### src/rtl/rom_frame_sequencer.sv
`default_nettype none
// ----------------------------------------------------------------------------
// rom_frame_sequencer : streams ROM samples as a chirp-framed AXI-Stream master
// Rev 1.0
// ----------------------------------------------------------------------------
module rom_frame_sequencer #(
  parameter int M_AXIS_TDATA_WIDTH = 32,
  parameter int ADDRW              = 14,
  parameter int SAMPLES_PER_CHIRP  = 256,
  parameter int CHIRPS_PER_FRAME   = 64
) (
  input  logic                              m_axis_aclk,
  input  logic                              m_axis_aresetn,
  input  logic                              start,
  input  logic                              continuous,
  output logic                              busy,
  output logic                              frame_done,
  output logic                              rom_en,
  output logic [ADDRW-1:0]                  rom_addr,
  input  logic [M_AXIS_TDATA_WIDTH-1:0]     rom_dout,
  output logic [M_AXIS_TDATA_WIDTH-1:0]     M_AXIS_tdata,
  output logic [M_AXIS_TDATA_WIDTH/8-1:0]   M_AXIS_tstrb,
  output logic                              M_AXIS_tvalid,
  input  logic                              M_AXIS_tready,
  output logic                              M_AXIS_tlast,
  output logic                              M_AXIS_tuser
);

  localparam int                TOTAL     = SAMPLES_PER_CHIRP * CHIRPS_PER_FRAME;
  localparam int                SW        = $clog2(SAMPLES_PER_CHIRP);
  localparam logic [ADDRW-1:0]  LAST_ADDR = ADDRW'(TOTAL - 1);
  localparam logic [SW-1:0]     LAST_SAMP = SW'(SAMPLES_PER_CHIRP - 1);

  typedef enum logic [1:0] {
    S_IDLE  = 2'd0,
    S_ISSUE = 2'd1,
    S_DRAIN = 2'd2
  } state_e;

  logic [1:0]                             rst_sync_q;
  logic                                   rst_n;
  state_e                                 state_q, state_d;
  logic [ADDRW-1:0]                       addr_q;
  logic [SW-1:0]                          samp_q;
  logic                                   rd_vld_q, rd_last_q, rd_user_q, rd_eof_q;
  logic [1:0][M_AXIS_TDATA_WIDTH-1:0]     buf_data_q;
  logic [1:0]                             buf_last_q, buf_user_q, buf_eof_q;
  logic                                   wr_ptr_q, rd_ptr_q;
  logic [1:0]                             count_q, count_d;
  logic                                   frame_done_q;
  logic                                   hs, issue, last_issue, frame_end;
  logic [2:0]                             occ;

  // Reset asserts asynchronously, releases on a clock edge.
  always_ff @(posedge m_axis_aclk or negedge m_axis_aresetn) begin
    if (!m_axis_aresetn) rst_sync_q <= 2'b00;
    else                 rst_sync_q <= {rst_sync_q[0], 1'b1};
  end
  assign rst_n = rst_sync_q[1];

  assign M_AXIS_tvalid = (count_q != 2'd0);
  assign hs            = M_AXIS_tvalid & M_AXIS_tready;
  // Reads in flight count against the buffer so a stalled sink never overflows it.
  assign occ           = {1'b0, count_q} + {2'b00, rd_vld_q};
  assign issue         = (state_q == S_ISSUE) && ((occ < 3'd2) || ((occ == 3'd2) && hs));
  assign last_issue    = issue && (addr_q == LAST_ADDR);
  assign frame_end     = hs && buf_eof_q[rd_ptr_q];

  assign busy          = (state_q != S_IDLE);
  assign frame_done    = frame_done_q;
  assign rom_en        = issue;
  assign rom_addr      = addr_q;
  assign M_AXIS_tdata  = buf_data_q[rd_ptr_q];
  assign M_AXIS_tlast  = buf_last_q[rd_ptr_q];
  assign M_AXIS_tuser  = buf_user_q[rd_ptr_q];
  assign M_AXIS_tstrb  = '1;

  always_comb begin
    state_d = state_q;
    case (state_q)
      S_IDLE:  if (start) state_d = S_ISSUE;
      S_ISSUE: if (last_issue && !continuous) state_d = S_DRAIN;
      S_DRAIN: if (frame_end) state_d = S_IDLE;
      default: state_d = S_IDLE;
    endcase
  end

  always_comb begin
    count_d = count_q;
    if (rd_vld_q && !hs)      count_d = count_q + 2'd1;
    else if (!rd_vld_q && hs) count_d = count_q - 2'd1;
  end

  always_ff @(posedge m_axis_aclk or negedge rst_n) begin
    if (!rst_n) state_q <= S_IDLE;
    else        state_q <= state_d;
  end

  always_ff @(posedge m_axis_aclk or negedge rst_n) begin
    if (!rst_n) begin
      addr_q       <= '0;
      samp_q       <= '0;
      rd_vld_q     <= 1'b0;
      rd_last_q    <= 1'b0;
      rd_user_q    <= 1'b0;
      rd_eof_q     <= 1'b0;
      buf_data_q   <= '0;
      buf_last_q   <= '0;
      buf_user_q   <= '0;
      buf_eof_q    <= '0;
      wr_ptr_q     <= 1'b0;
      rd_ptr_q     <= 1'b0;
      count_q      <= 2'd0;
      frame_done_q <= 1'b0;
    end else begin
      rd_vld_q     <= issue;
      count_q      <= count_d;
      frame_done_q <= frame_end;
      if (issue) begin
        // Tags are computed at issue time and ride with the read through the buffer.
        rd_last_q <= (samp_q == LAST_SAMP);
        rd_user_q <= (addr_q == '0);
        rd_eof_q  <= (addr_q == LAST_ADDR);
        addr_q    <= (addr_q == LAST_ADDR) ? '0 : addr_q + ADDRW'(1);
        samp_q    <= (samp_q == LAST_SAMP) ? '0 : samp_q + SW'(1);
      end
      if (rd_vld_q) begin
        buf_data_q[wr_ptr_q] <= rom_dout;
        buf_last_q[wr_ptr_q] <= rd_last_q;
        buf_user_q[wr_ptr_q] <= rd_user_q;
        buf_eof_q[wr_ptr_q]  <= rd_eof_q;
        wr_ptr_q             <= ~wr_ptr_q;
      end
      if (hs) rd_ptr_q <= ~rd_ptr_q;
    end
  end

endmodule
`default_nettype wire

### config.mk
export PLATFORM = sky130hd
export DESIGN_NAME = rom_frame_sequencer
export DESIGN_NICKNAME = d
export VERILOG_FILES = /design/src/rtl/rom_frame_sequencer.sv
export SDC_FILE = /design/constraint.sdc
export NUM_CORES = 1
export LEC_CHECK = 0
export ABC_AREA = 1
export CAP_MARGIN = 20
export CORE_UTILIZATION = 49
export CTS_BUF_LIST = sky130_fd_sc_hd__clkbuf_8
export CTS_CLUSTER_SIZE = 20
export DETAILED_ROUTE_END_ITERATION = 10
export PLACE_DENSITY_LB_ADDON = 0.3
export SYNTH_ARGS = -nofsm -noshare
export SYNTH_HDL_FRONTEND = slang
export SYNTH_SLANG_ARGS = --single-unit
export TNS_END_PERCENT = 50
### constraint.sdc
create_clock -name m_axis_aclk -period 3.3 [get_ports m_axis_aclk]
set_input_delay 0.66 -clock m_axis_aclk [delete_from_list [all_inputs] [get_ports m_axis_aclk]]
set_output_delay 0.66 -clock m_axis_aclk [all_outputs]
set_load 0.01 [all_outputs]
-- Word-level counts from Yosys, hierarchy flattened
Index checks and enable logic that the tools add are counted.
- word-level logic and storage cells: 79
- input bits: 37
- output and inout port bits: 56
- register bits after elaboration: 105
- multiplexer cells: 24
- add/sub/neg operators: 5
- reduce and logical (&&, ||, !) cells: 18
- equal/unequal tests: 8
- magnitude comparators: 4
- bitwise operators: 3
- operators with widths (cell ; number):
    32-bit 2-to-1 mux ; 3
    64-bit bitwise mux ; 1
    32-bit demux with 1-bit select ; 1
    14-bit by 1-bit adder with 14-bit output, second input constant ; 1
    14-bit == test, second input constant ; 1
    14-bit zero test ; 1
    14-bit 2-to-1 mux ; 1
    2-bit 2-to-1 mux ; 5
    8-bit by 1-bit adder with 8-bit output, second input constant ; 1
    8-bit == test, second input constant ; 1
    1-bit logical AND ; 8
    8-bit 2-to-1 mux ; 1
    1-bit 2-to-1 mux ; 7
    2-bit bitwise mux ; 3
    2-bit one-hot mux with 3 select lines ; 1
    2-bit nonzero test ; 3
    1-bit by 2-bit < comparator with 1-bit output, second input constant ; 2
    2-bit inequality test, second input constant ; 2
    2-bit by 1-bit adder with 3-bit output ; 1
    3-bit by 2-bit == test with 1-bit output, second input constant ; 1
    1-bit zero test ; 3
    3-bit by 2-bit < comparator with 1-bit output, second input constant ; 1
    3-bit AND reduction ; 1
    2-bit by 1-bit adder with 2-bit output, second input constant ; 1
    other kinds (10) ; 11

-- Longest topological paths before layout
- word-level depth: 9
- depth in mapped cells: 11
- mapped depth without buffers: 10

-- Worst setup path before layout
OpenSTA, ideal clock, no wires.
- path type: reg2out
- from: register count_q[0]
- to: output rom_en
- stages on the path, launching flop included: 9
- slack: 1176 ps
- data required time: 2640 ps
- arrival: 1464 ps
- buffers on the path: 1
- cell sequence: dfrtp_1 ha_1 inv_1 ha_1 inv_1 nor3_2 nand2_2 a21oi_4 buf_6
- longest elaborated chain between the ends: 5
- elaborated cells on any way between the ends: 8
- those cells by class: 1 x add/sub; 1 x order compare; 1 x eq/ne; 1 x bitwise; 4 x reduce/logical
- RTL lines (element ; line ; RTL):
    from (decl) ; 49 ; logic [1:0] count_q, count_d;
    from (signal assigned) ; 117 ; count_q <= count_d;
    branches (longest 3 deep; another with 2-bit by 1-bit adder with 3-bit output) ; - ;
    1-bit logical OR * ; 65 ; assign issue = (state_q == S_ISSUE) && ((occ < 3'd2) || ((occ == 3'd2) && hs));
    1-bit logical AND * ; 65 ;
    to (decl) ; 18 ; output logic rom_en,
Mark *: on every way between the ends.

-- Final worst setup path
Ends and elaborated chain as after synthesis.

==> results list <==
* Clock root cell: clkbuf_8
- Tracing the worst setup path back leads to its startpoint at count_q[0].
- Wire length of the first global-routing pass: 17.5 mm
- Setup repair after global routing left no endpoint under its margin.
- Share of cells above drive strength 1: 4.49%
* Worst endpoint required time: 2.64 ns
- Internal power comes to 3.28 mW.
- The largest total area in the synthesized netlist belongs to dfrtp_1.
- STA classifies the critical path endpoint as an output pin.
- Maximum number of pins on one net before global-route repair: 85
- Count of distinct cell types in the synthesized netlist: 26
- Final worst-path cycle share: 89.3%
- The synthesized design devotes to its leading area cell type 53.0% of total area.
- Net switching is 39.7% of the power.
* Port buffer count: 88
- IR analysis of the VDD net gives a maximum drop of 0.393 mV.
- Clock-pin slew was measured on the worst setup and hold paths at 0.09 ns.
- In the final routed layout, each cell accounts on average for 12.5 um.
- R2r startpoint: count_q[0]
* Netlist area before placement: 4950 um2
- In the synthesized netlist the async set-or-reset flop fraction comes to 100%.
- Remaining max-slew budget at the tightest pin: 62.2%
- Routed WL: 10.6 mm
- Part of the total power dissipated in combinational logic: 48.1%
- The later pin in the worst-skew pair is clocked with a latency of 0.36 ns.
- The flow ran to the end, and the final reports show no timing, DRC or antenna violations.
- Max-cap violations in this run came to 0.
- In this run the horizontal extent of the chip is 103 um.
- Summing over every cut layer, the via total after detailed routing is 4142.
- The average instance in the mapped netlist occupies 7.90 um2.
- At the end of routability-driven placement, the weighted congestion stood at 0.888.
- Slew at the pin closest to its max-slew limit: 0.565 ns
- Number of remaining DRC errors: 0
* Critical-path maximum fanout: 4
- Setup total negative slack: 0 ns
- Synth top area cells: dfrtp_1 (53%), nand2_1 (18%), o21ai_0 (7.7%)
- Register area share after synthesis: 53.0%
* Final period demand of the worst path: 2.95 ns
* Final cell count without fillers: 845
* Chip Height: 103 um
* Clock tree from TritonCTS: yes
- Starting Density: 50.7%
* Series of cell instances along the critical path: ha_1 -> inv_1 -> ha_1 -> inv_1 -> nor3_2 -> nand2_2 -> a21oi_4 -> clkdlybuf4s50_1
* Cells after DPL: 825
- Instance area after placement: 5900 um2
- Counting every sink on the clock net gives 105.
* Post-CTS sizing: 0
- Clock Tree Buf Depth: 2
- In this run the power density over the cells is 882 nW/um2.
- Arrival time reported for the critical path endpoint: 2.29 ns
- Fin Hold WS: 0.218 ns
- Overall fraction of global-route tracks in use: 21.5%
- For this design, the CTS-stage hold fixing added 0 buffers.
* Pins Over Slew Limit: 0
- For this run, the detailed router's first-pass iteration total came to 5.
- Hold violation total from the final report: 0
- In the routed layout, each cell is associated on average with a via count of 4.90.
- Setup Viol. Count Final: 0
- Once detail routing completed, the nets flagged for antenna violations numbered 0.
- The synthesized design contains 105 register bits.
- Number of CTS-inserted buffers: 9
* H-tree level count: 3
* Classification of the worst setup path: reg -> out
- Once layout is done, the placed cells without fillers occupy 6170 um2.
* Number of placed I/O pins: 93
- Class of the most critical hold timing path: reg -> async
- In the synthesized netlist, the number of instances is 627.
- In this run the post-CTS setup repair buffer count came out at 0.
- Static timing analysis puts the maximum clock frequency at 0.339 GHz.
- Slowest CP cell: clkdlybuf4s50_1
- Detailed placement ended at an HPWL of 7.10 mm.
* Area growth from synthesis to layout: 24.4%
- The initial antenna violation count was 0.
* Total Nets Final: 751
* Worst stage delay on the critical path: 0.56 ns
* Grt ovf: 0
- In this run the power spent charging and discharging nets is 2.16 mW.
* Number of flops mapped to enable cells by yosys: 0
- The share of total power dissipated in the clock network is 13.2%.
- Total of warnings raised by yosys: 0
- Kind of start point of the critical path: flop
- The floorplan has 36 rows.
- Clk_skew: 0.0109 ns
- Final core occ: 63.1%
- The total area inside the core boundary comes to 9770 um2.
- Number of inserted diodes: 0
- Leak pwr: 3.09 nW
- DR iter-0 viols: 201
- Synth Flop Type: dfrtp_1
- Die ar.: 10500 um2
- Part of the total power dissipated in sequential elements: 38.7%
- Via count of the first global-routing pass: 3926
-- path summary, 6_finish.rpt --
kind | slack, ns | depth (start not counted) | endpoint
min reg2reg | 0.22 | 0 | buf_data_q[3]
min | 0.22 | 0 | buf_data_q[3]
min in group m_axis_aclk | 0.36 | 0 | rst_sync_q[1]
max in group asynchronous | 2.17 | 2 | buf_data_q[11]
max | 0.35 | 8 | rom_en
max reg2reg | 1.27 | 10 | rom_addr[8]
-- metal layers --
metal	part of all wire, %	routed length [um]	global-route usage [%]	vias to the layer above
li1	-	-	-	2094
met1	45	4770	28.0	1925
met2	48	5130	36.3	114
met3	5.4	572	4.00	9
met4	1.1	119	7.03	0
met5	0	0	0	-
-- final cells by class --
| cell class | instances | area, um2 |
|---|---|---|
| Clock buffer | 11 | 151 |
| Fill cell | 882 | 3610 |
| Tap cell | 133 | 166 |
| Timing Repair Buffer | 95 | 998 |
| Inverter | 73 | 274 |
| Clock inverter | 5 | 22.5 |
| Sequential cell | 105 | 2630 |
| Multi-Input combinational cell | 423 | 1920 |
-- through the flow --
stage	total power [mW]	setup slack, ns
2_1_floorplan	3.63	0.158
3_3_place_gp	4.58	0.478
3_5_place_dp	4.68	0.477
4_1_cts	5.40	0.189
5_1_grt	5.90	0.198
6_report	5.44	0.352
-- critical path: cells and delay by family (launching register included) --
kind	cells	cell delay, ns
flops	1	0.44
simple gates	2	0.20
fa+ha+maj	2	0.46
compound gates	1	0.17
buf+inv	3	0.65
-- sequential cells by signal, summed over array words and instances (netlist names) --
name	flops
wr_ptr_q	1
buf_user_q	2
count_q	2
frame_done	1
buf_data_q	64
buf_eof_q	2
buf_last_q	2
rd_user_q	1
rd_ptr_q	1
rd_last_q	1
samp_q	8
rd_vld_q	1
rom_addr	14
state_q	2
rd_eof_q	1
rst_sync_q	2
-- cell usage after synthesis (2+ instances only) --
cell and instances:
xnor2_1 2, buf_6 2, inv_1 72, xor2_1 8, nor2_1 19, buf_4 5
nand2_2 2, nor2_2 3, dfrtp_1 105, o21ai_1 15, nand3_1 21, nor3_1 4
nand2_1 243, o21ai_0 76, a21oi_1 2, clkbuf_1 21, nand4_1 11, ha_1 7
buf_2 2
-- power by group through the flow --
| stage | Sequential, mW | Clock [mW] | Combinational (mW) |
|---|---|---|---|
| global route | 2.17 | 0.783 | 2.94 |
| floorplan | 2.07 | 0 | 1.56 |
| global placement | 2.11 | 0 | 2.46 |
| finish | 2.10 | 0.720 | 2.62 |
| CTS | 2.12 | 0.735 | 2.55 |
| detailed placement | 2.14 | 0 | 2.54 |
-- cells in the final DEF, fill, tap and decap left out, types with 4 or more instances in the layout --
cell type and instances:
inv_1 74, xor2_1 8, nand2_1 242, ha_1 7
clkbuf_8 11, dfrtp_1 104, nor2_1 19, o21ai_0 76
o21ai_1 15, nand4_1 11, nor3_1 4, nand3_1 21
conb_1 5, clkdlybuf4s50_1 88
-- logic make-up after synthesis --
family,Yosys count,synth area share [%]
xor gates and xnor gates,10,1.77
other,1,0.0757
buffers and inverters,103,8.54
adders and majority gates,7,1.77
DFF,105,53.0
and+or+nand+nor,306,24.9
AOI/OAI and AO/OA,95,9.87
Note: power is estimated with default switching activity, not from simulation.
